$ cat src/rtl/rv32i_pkg.sv
// Shared RV32I definitions used by the MEM-stage load/store unit:
// funct3 access-width codes, LSU state encoding and default bus timeout.
package rv32i_pkg;

  localparam logic [2:0] F3_B  = 3'b000;
  localparam logic [2:0] F3_H  = 3'b001;
  localparam logic [2:0] F3_W  = 3'b010;
  localparam logic [2:0] F3_BU = 3'b100;
  localparam logic [2:0] F3_HU = 3'b101;

  localparam int unsigned LSU_TIMEOUT_DEFAULT = 255;

  typedef enum logic [1:0] {
    LSU_IDLE = 2'd0,
    LSU_WAIT = 2'd1,
    LSU_RESP = 2'd2
  } lsu_state_e;

endpackage

$ cat src/rtl/lsu_load_align.sv
// Load data alignment: picks the addressed byte/half out of the captured bus word
// and sign- or zero-extends it according to funct3.
module lsu_load_align
  import rv32i_pkg::*;
(
  input  logic [31:0] word_i,
  input  logic [2:0]  funct3_i,
  input  logic [1:0]  offset_i,
  output logic [31:0] data_o
);

  logic [7:0]  byte_sel;
  logic [15:0] half_sel;

  always_comb begin
    case (offset_i)
      2'd0:    byte_sel = word_i[7:0];
      2'd1:    byte_sel = word_i[15:8];
      2'd2:    byte_sel = word_i[23:16];
      default: byte_sel = word_i[31:24];
    endcase
    half_sel = offset_i[1] ? word_i[31:16] : word_i[15:0];
  end

  always_comb begin
    case (funct3_i)
      F3_B:    data_o = {{24{byte_sel[7]}}, byte_sel};
      F3_BU:   data_o = {24'd0, byte_sel};
      F3_H:    data_o = {{16{half_sel[15]}}, half_sel};
      F3_HU:   data_o = {16'd0, half_sel};
      default: data_o = word_i;
    endcase
  end

endmodule

$ cat src/rtl/load_store_unit.sv
// MEM-stage load/store unit: checks alignment, runs one req/ready data-bus transfer
// per memory instruction (IDLE -> WAIT -> RESP) and stalls the pipeline meanwhile.
module load_store_unit
  import rv32i_pkg::*;
#(
  parameter int unsigned TIMEOUT = LSU_TIMEOUT_DEFAULT
) (
  input  logic        clk,
  input  logic        rst_n,
  input  logic        MemReadM,
  input  logic        MemWriteM,
  input  logic [2:0]  Funct3M,
  input  logic [31:0] ALUResultM,
  input  logic [31:0] WriteDataM,
  output logic [31:0] ReadDataM,
  output logic        StallM,
  output logic        MisalignM,
  output logic        BusErrM,
  output logic        dmem_req,
  output logic        dmem_we,
  output logic [31:0] dmem_addr,
  output logic [31:0] dmem_wdata,
  output logic [3:0]  dmem_be,
  input  logic [31:0] dmem_rdata,
  input  logic        dmem_ready
);

  localparam logic [15:0] TMO = 16'(TIMEOUT);

  lsu_state_e  state_q, state_d;
  logic        we_q, berr_q;
  logic [31:0] addr_q, wdata_q, rdata_q;
  logic [3:0]  be_q;
  logic [2:0]  f3_q;
  logic [1:0]  off_q;
  logic [15:0] cnt_q, cnt_d;

  logic        access, fault, accept, timeout;
  logic [3:0]  be_new;
  logic [31:0] wdata_new, load_data;

  assign access = MemReadM | MemWriteM;

  always_comb begin
    case (Funct3M)
      F3_B, F3_BU: fault = 1'b0;
      F3_H, F3_HU: fault = ALUResultM[0];
      F3_W:        fault = |ALUResultM[1:0];
      default:     fault = 1'b1;
    endcase
  end

  // Width comes from funct3[1:0]; unsigned loads share the signed encodings there.
  always_comb begin
    case (Funct3M[1:0])
      2'b00: begin
        be_new    = 4'b0001 << ALUResultM[1:0];
        wdata_new = {4{WriteDataM[7:0]}};
      end
      2'b01: begin
        be_new    = 4'b0011 << {ALUResultM[1], 1'b0};
        wdata_new = {2{WriteDataM[15:0]}};
      end
      default: begin
        be_new    = 4'b1111;
        wdata_new = WriteDataM;
      end
    endcase
  end

  assign accept  = (state_q == LSU_IDLE) && access && !fault;
  assign cnt_d   = cnt_q + 16'd1;
  assign timeout = !dmem_ready && (cnt_d == TMO);

  always_comb begin
    state_d = state_q;
    case (state_q)
      LSU_IDLE: if (accept) state_d = LSU_WAIT;
      LSU_WAIT: if (dmem_ready || timeout) state_d = LSU_RESP;
      LSU_RESP: state_d = LSU_IDLE;
      default:  state_d = LSU_IDLE;
    endcase
  end

  always_ff @(posedge clk or negedge rst_n) begin
    if (!rst_n) begin
      state_q <= LSU_IDLE;
      we_q    <= 1'b0;
      berr_q  <= 1'b0;
      addr_q  <= '0;
      wdata_q <= '0;
      rdata_q <= '0;
      be_q    <= '0;
      f3_q    <= '0;
      off_q   <= '0;
      cnt_q   <= '0;
    end else begin
      state_q <= state_d;
      if (accept) begin
        we_q    <= MemWriteM;
        addr_q  <= {ALUResultM[31:2], 2'b00};
        be_q    <= be_new;
        wdata_q <= wdata_new;
        f3_q    <= Funct3M;
        off_q   <= ALUResultM[1:0];
        cnt_q   <= '0;
        berr_q  <= 1'b0;
      end
      if (state_q == LSU_WAIT) begin
        if (dmem_ready) begin
          if (!we_q) rdata_q <= dmem_rdata;
        end else begin
          cnt_q <= cnt_d;
          if (timeout) berr_q <= 1'b1;
        end
      end
    end
  end

  lsu_load_align u_load_align (
    .word_i   (rdata_q),
    .funct3_i (f3_q),
    .offset_i (off_q),
    .data_o   (load_data)
  );

  assign dmem_req   = (state_q == LSU_WAIT);
  assign dmem_we    = we_q;
  assign dmem_addr  = addr_q;
  assign dmem_wdata = wdata_q;
  assign dmem_be    = be_q;

  // rst_n gates the combinational IDLE decisions so nothing upstream freezes in reset.
  assign StallM    = rst_n && ((state_q == LSU_WAIT) || accept);
  assign MisalignM = rst_n && (state_q == LSU_IDLE) && access && fault;
  assign BusErrM   = (state_q == LSU_RESP) && berr_q;
  assign ReadDataM = ((state_q == LSU_RESP) && !we_q && !berr_q) ? load_data : 32'd0;

endmodule

$ cat config.mk
export PLATFORM = sky130hd
export DESIGN_NAME = load_store_unit
export DESIGN_NICKNAME = d
export VERILOG_FILES = /design/src/rtl/rv32i_pkg.sv /design/src/rtl/lsu_load_align.sv /design/src/rtl/load_store_unit.sv
export SDC_FILE = /design/constraint.sdc
export NUM_CORES = 1
export LEC_CHECK = 0
export ABC_CLOCK_PERIOD_IN_PS = 3600
export CORE_UTILIZATION = 51
export DETAILED_ROUTE_END_ITERATION = 10
export PLACE_DENSITY_LB_ADDON = 0.05
export SYNTH_ARGS = -nofsm -noshare
export SYNTH_HDL_FRONTEND = slang
export SYNTH_HIERARCHICAL = 1
export SYNTH_SLANG_ARGS = --single-unit
$ cat constraint.sdc
create_clock -name clk -period 3.6 [get_ports clk]
set_input_delay 0.54 -clock clk [delete_from_list [all_inputs] [get_ports clk]]
set_output_delay 0.54 -clock clk [all_outputs]
set_load 0.005 [all_outputs]
==> flow_summary.toml <==
[outcome]
run_status = "completed"

[critical_path]
crit_slowest_cell = "dfrtp_1"
criticalPathCategory = "reg -> out"
path_delay_family = "compound AO/OA/AOI/OAI gates"
end_kind = "output port"
path_buf_inv = 1
path_cells = "mux2_4 -> a22oi_4 -> a221oi_1 -> and2_1 -> clkdlybuf4s50_1"
worstPathRequired_ps = 3060
start_kind = "register"
rrSetupSlack_ps = 1410
r2r-start = "state_q[1]$_DFFE_PN0P_"
cp_max_fo = 24
r2r_cells = 5
arrival_ps = 2950
critPathMaxStageDelay_ps = 680
reg2reg_to = "cnt_q[13]$_DFF_PN0_"

[floorplanning]
core-area_um2 = 12700
die_x_um = 116
initial_core_util = 0.524
dieArea_um2 = 13500
die_y_um = 116
num_io_pins = 209
rows = 41

[drt]
ant_nets = 0
routed_wirelength_mm = 18.7
dr.pass1.iters = 5
drtIter0Drc = 354
wl_per_cell_um = 17.3
drc_errors = 0
vias_per_cell = 5.57
vias = 6032

[pwr]
power_leakage_nw = 4.09
p_sw_w = 0.00212
combPwrFrac = 0.354
swShare = 0.318
power.density_nw_per_um2 = 709
internal_power_w = 0.00455
finalPower_w = 0.00667
power_frac_seq = 0.349
peakVddDrop_mv = 0.449
clockPowerShare = 0.297

[hold_path]
hold_start = "dmem_wdata[23]$_DFFE_PN0P_"
holdPathStages = 2
min_to = "dmem_wdata[23]$_DFFE_PN0P_"
min_path_type = "reg -> reg"

[cts]
cts_tree = "done"
clock-root-buffer = "clkbuf_16"
cts_buffers = 17
clk_path_buf_depth = 2
cts_max_level = 4
clk_pin_slew_ps = 50
ctsResizeCount = 0
clkSinkCount = 123
clkLatencyLatePin_ps = 420

[layout]
final_cells = 1082
design_area_um2 = 9410
nNetsFinal = 1003
drive_gt1_frac = 0.104
syn_to_final_growth_pct = 41.8
antennaDiodeCount = 0
fin_util = 0.743

[sta]
fin_skew_ps = 6.80
max_freq_mhz = 286
finalSetupViolations = 0
finalHoldViolCount = 0
slew_viol_final = 0
maxSlewHeadroom = 0.340
rsz0062_at_grt = "false"
tightest_slew_ps = 991
tns_ps = 0
post-route-period-util = 0.971
fin_crit_ps = 3490

[global_routing]
grt_pass1_vias = 5884
grt_pass1_wl_mm = 29.8
grt_max_degree = 105
gr-total-overflow = 0
grtUsageTotal = 0.292
antenna_found_initial = 0

[synthesis]
postSynth.topFlopCell = "dfrtp_1"
synth_top_area_cell = "dfrtp_1"
syn_avg_cell_area_um2 = 9.31
syn_inst = 713
synth_cell_types = 59
ys_seq_area_frac = 0.464
ys_ff_latch = 123
synth_top_area_share = 0.464
synth_edf_count = 0
synthesis.area_um2 = 6640
synth-async-reset-ratio = 1.00
synth.most_common_cell = "nand2_1"
synth.area.top_cells = "dfrtp_1 46%, nand2_1 9.7%, mux2_2 5.4%"
synth_commonest_cells = "171 x nand2_1, 123 x dfrtp_1, 50 x nor2_1, 50 x o21ai_0, 35 x and2_1"
yosysWarningCount = 6

[place]
post-dp-hpwl_mm = 13.0
dpl_cell_area_um2 = 8710
gp_congestion = 0.849
io_buffers = 206
placed_cells = 1049

[run]
max_cap_viol_count = 0
## cells by family (layout without fill, tap and decap cells)
family                     after synthesis  after routing  share of synthesized area
DFF                                    123            123                      0.464
buffers and inverters                   70            266                     0.0565
other                                    1              2                   0.000565
AOI/OAI and AO/OA                      138            138                      0.134
xor gates and xnor gates                 3              3                    0.00396
and+or+nand+nor                        308            308                      0.210
muxes                                   68             68                      0.127
adders and majority gates                2              2                    0.00377
## placed cells by master (no fill, tap or decap), types with 2 or more instances in the layout
master           instances
o22ai_1                 17
nor2_1                  50
clkdlybuf4s50_1        205
nand4_1                  7
and4_1                   2
nor4_2                   2
o21ai_1                  4
ha_1                     2
o221ai_2                 4
a31oi_1                  5
mux2i_1                 26
nor3_1                   4
clkbuf_16               17
clkbuf_8                 4
o221ai_1                 3
o31ai_1                  5
a21oi_1                 27
nand3_1                 13
nand2_1                171
xnor2_1                  2
a311oi_1                 7
mux4_1                   7
clkinv_2                 2
o211ai_1                 2
bufinv_16                6
o21ai_0                 50
mux2_4                   2
o31a_1                   2
and2_1                  35
inv_1                   15
nor2b_1                 10
a221oi_1                 2
dfrtp_1                123
buf_4                   11
conb_1                   2
mux2_2                  32
nand2b_1                 4
clkinvlp_4               3
## per-stage QoR
step / setup WS (ps) / hold WS (ps)
3_5_place_dp: 529 / 438
5_1_grt: 35.6 / 502
4_1_cts: 119 / 482
6_report: 106 / 478
3_3_place_gp: 621 / 434
2_1_floorplan: 1400 / 244
## area by class of cell
class	count	area, um2
flip-flops and latches	123	3080
repair buffers	217	2140
inverters	17	63.8
well taps	172	215
fillers	957	3260
multi-input cells	521	3220
clock buffers	21	480
clock inverters	11	213
## flip-flops by register name, indices dropped and copies added, names as in the netlist
| signal | cells |
|---|---|
| dmem_be | 4 |
| cnt_q | 16 |
| rdata_q | 32 |
| berr_q | 1 |
| state_q | 2 |
| off_q | 2 |
| dmem_we | 1 |
| dmem_addr | 30 |
| f3_q | 3 |
| dmem_wdata | 32 |
## worst max path at each step
stage                              start             to  slack (ps)  cells after the start
global placement           ALUResultM[0]         StallM         620                      5
floorplan                     Funct3M[0]         StallM        1400                      5
global route        off_q[0]$_DFFE_PN0P_  ReadDataM[15]          40                      5
finish              off_q[0]$_DFFE_PN0P_  ReadDataM[15]         110                      5
CTS                 off_q[0]$_DFFE_PN0P_  ReadDataM[15]         120                      5
detailed placement         ALUResultM[0]         StallM         530                      5
## per-layer routing
layer  vias to the layer above  part of all wire  global-route usage
li1                       2832                 -                   -
met5                         -                 0                   0
met4                         0             0.016              0.0983
met1                      2915              0.40               0.357
met2                       256              0.48               0.466
met3                        29              0.11               0.124
## tightest hold or removal path, cell delays in order, from the launching register on
cell,delay (ps)
dfrtp_1,330
nand2_1,40
o21ai_0,60
## power by group through the flow
stage / Sequential, W / Combinational (W) / Clock [W]
after detailed placement: 0.00234 / 0.00234 / 0
after global placement: 0.00231 / 0.00227 / 0
after CTS: 0.00232 / 0.00237 / 0.00200
after floorplan: 0.00220 / 0.00141 / 0
after global routing: 0.00240 / 0.00258 / 0.00207
final: 0.00233 / 0.00236 / 0.00198
## what timing repair did
action | in CTS | in global routing
hold buffers | 1 | 0
hold endpoints to repair | 16 | 0
endpoints found under the setup margin | 0 | 0
setup buffers | 0 | 0
Power figures use the tool's default switching activity.
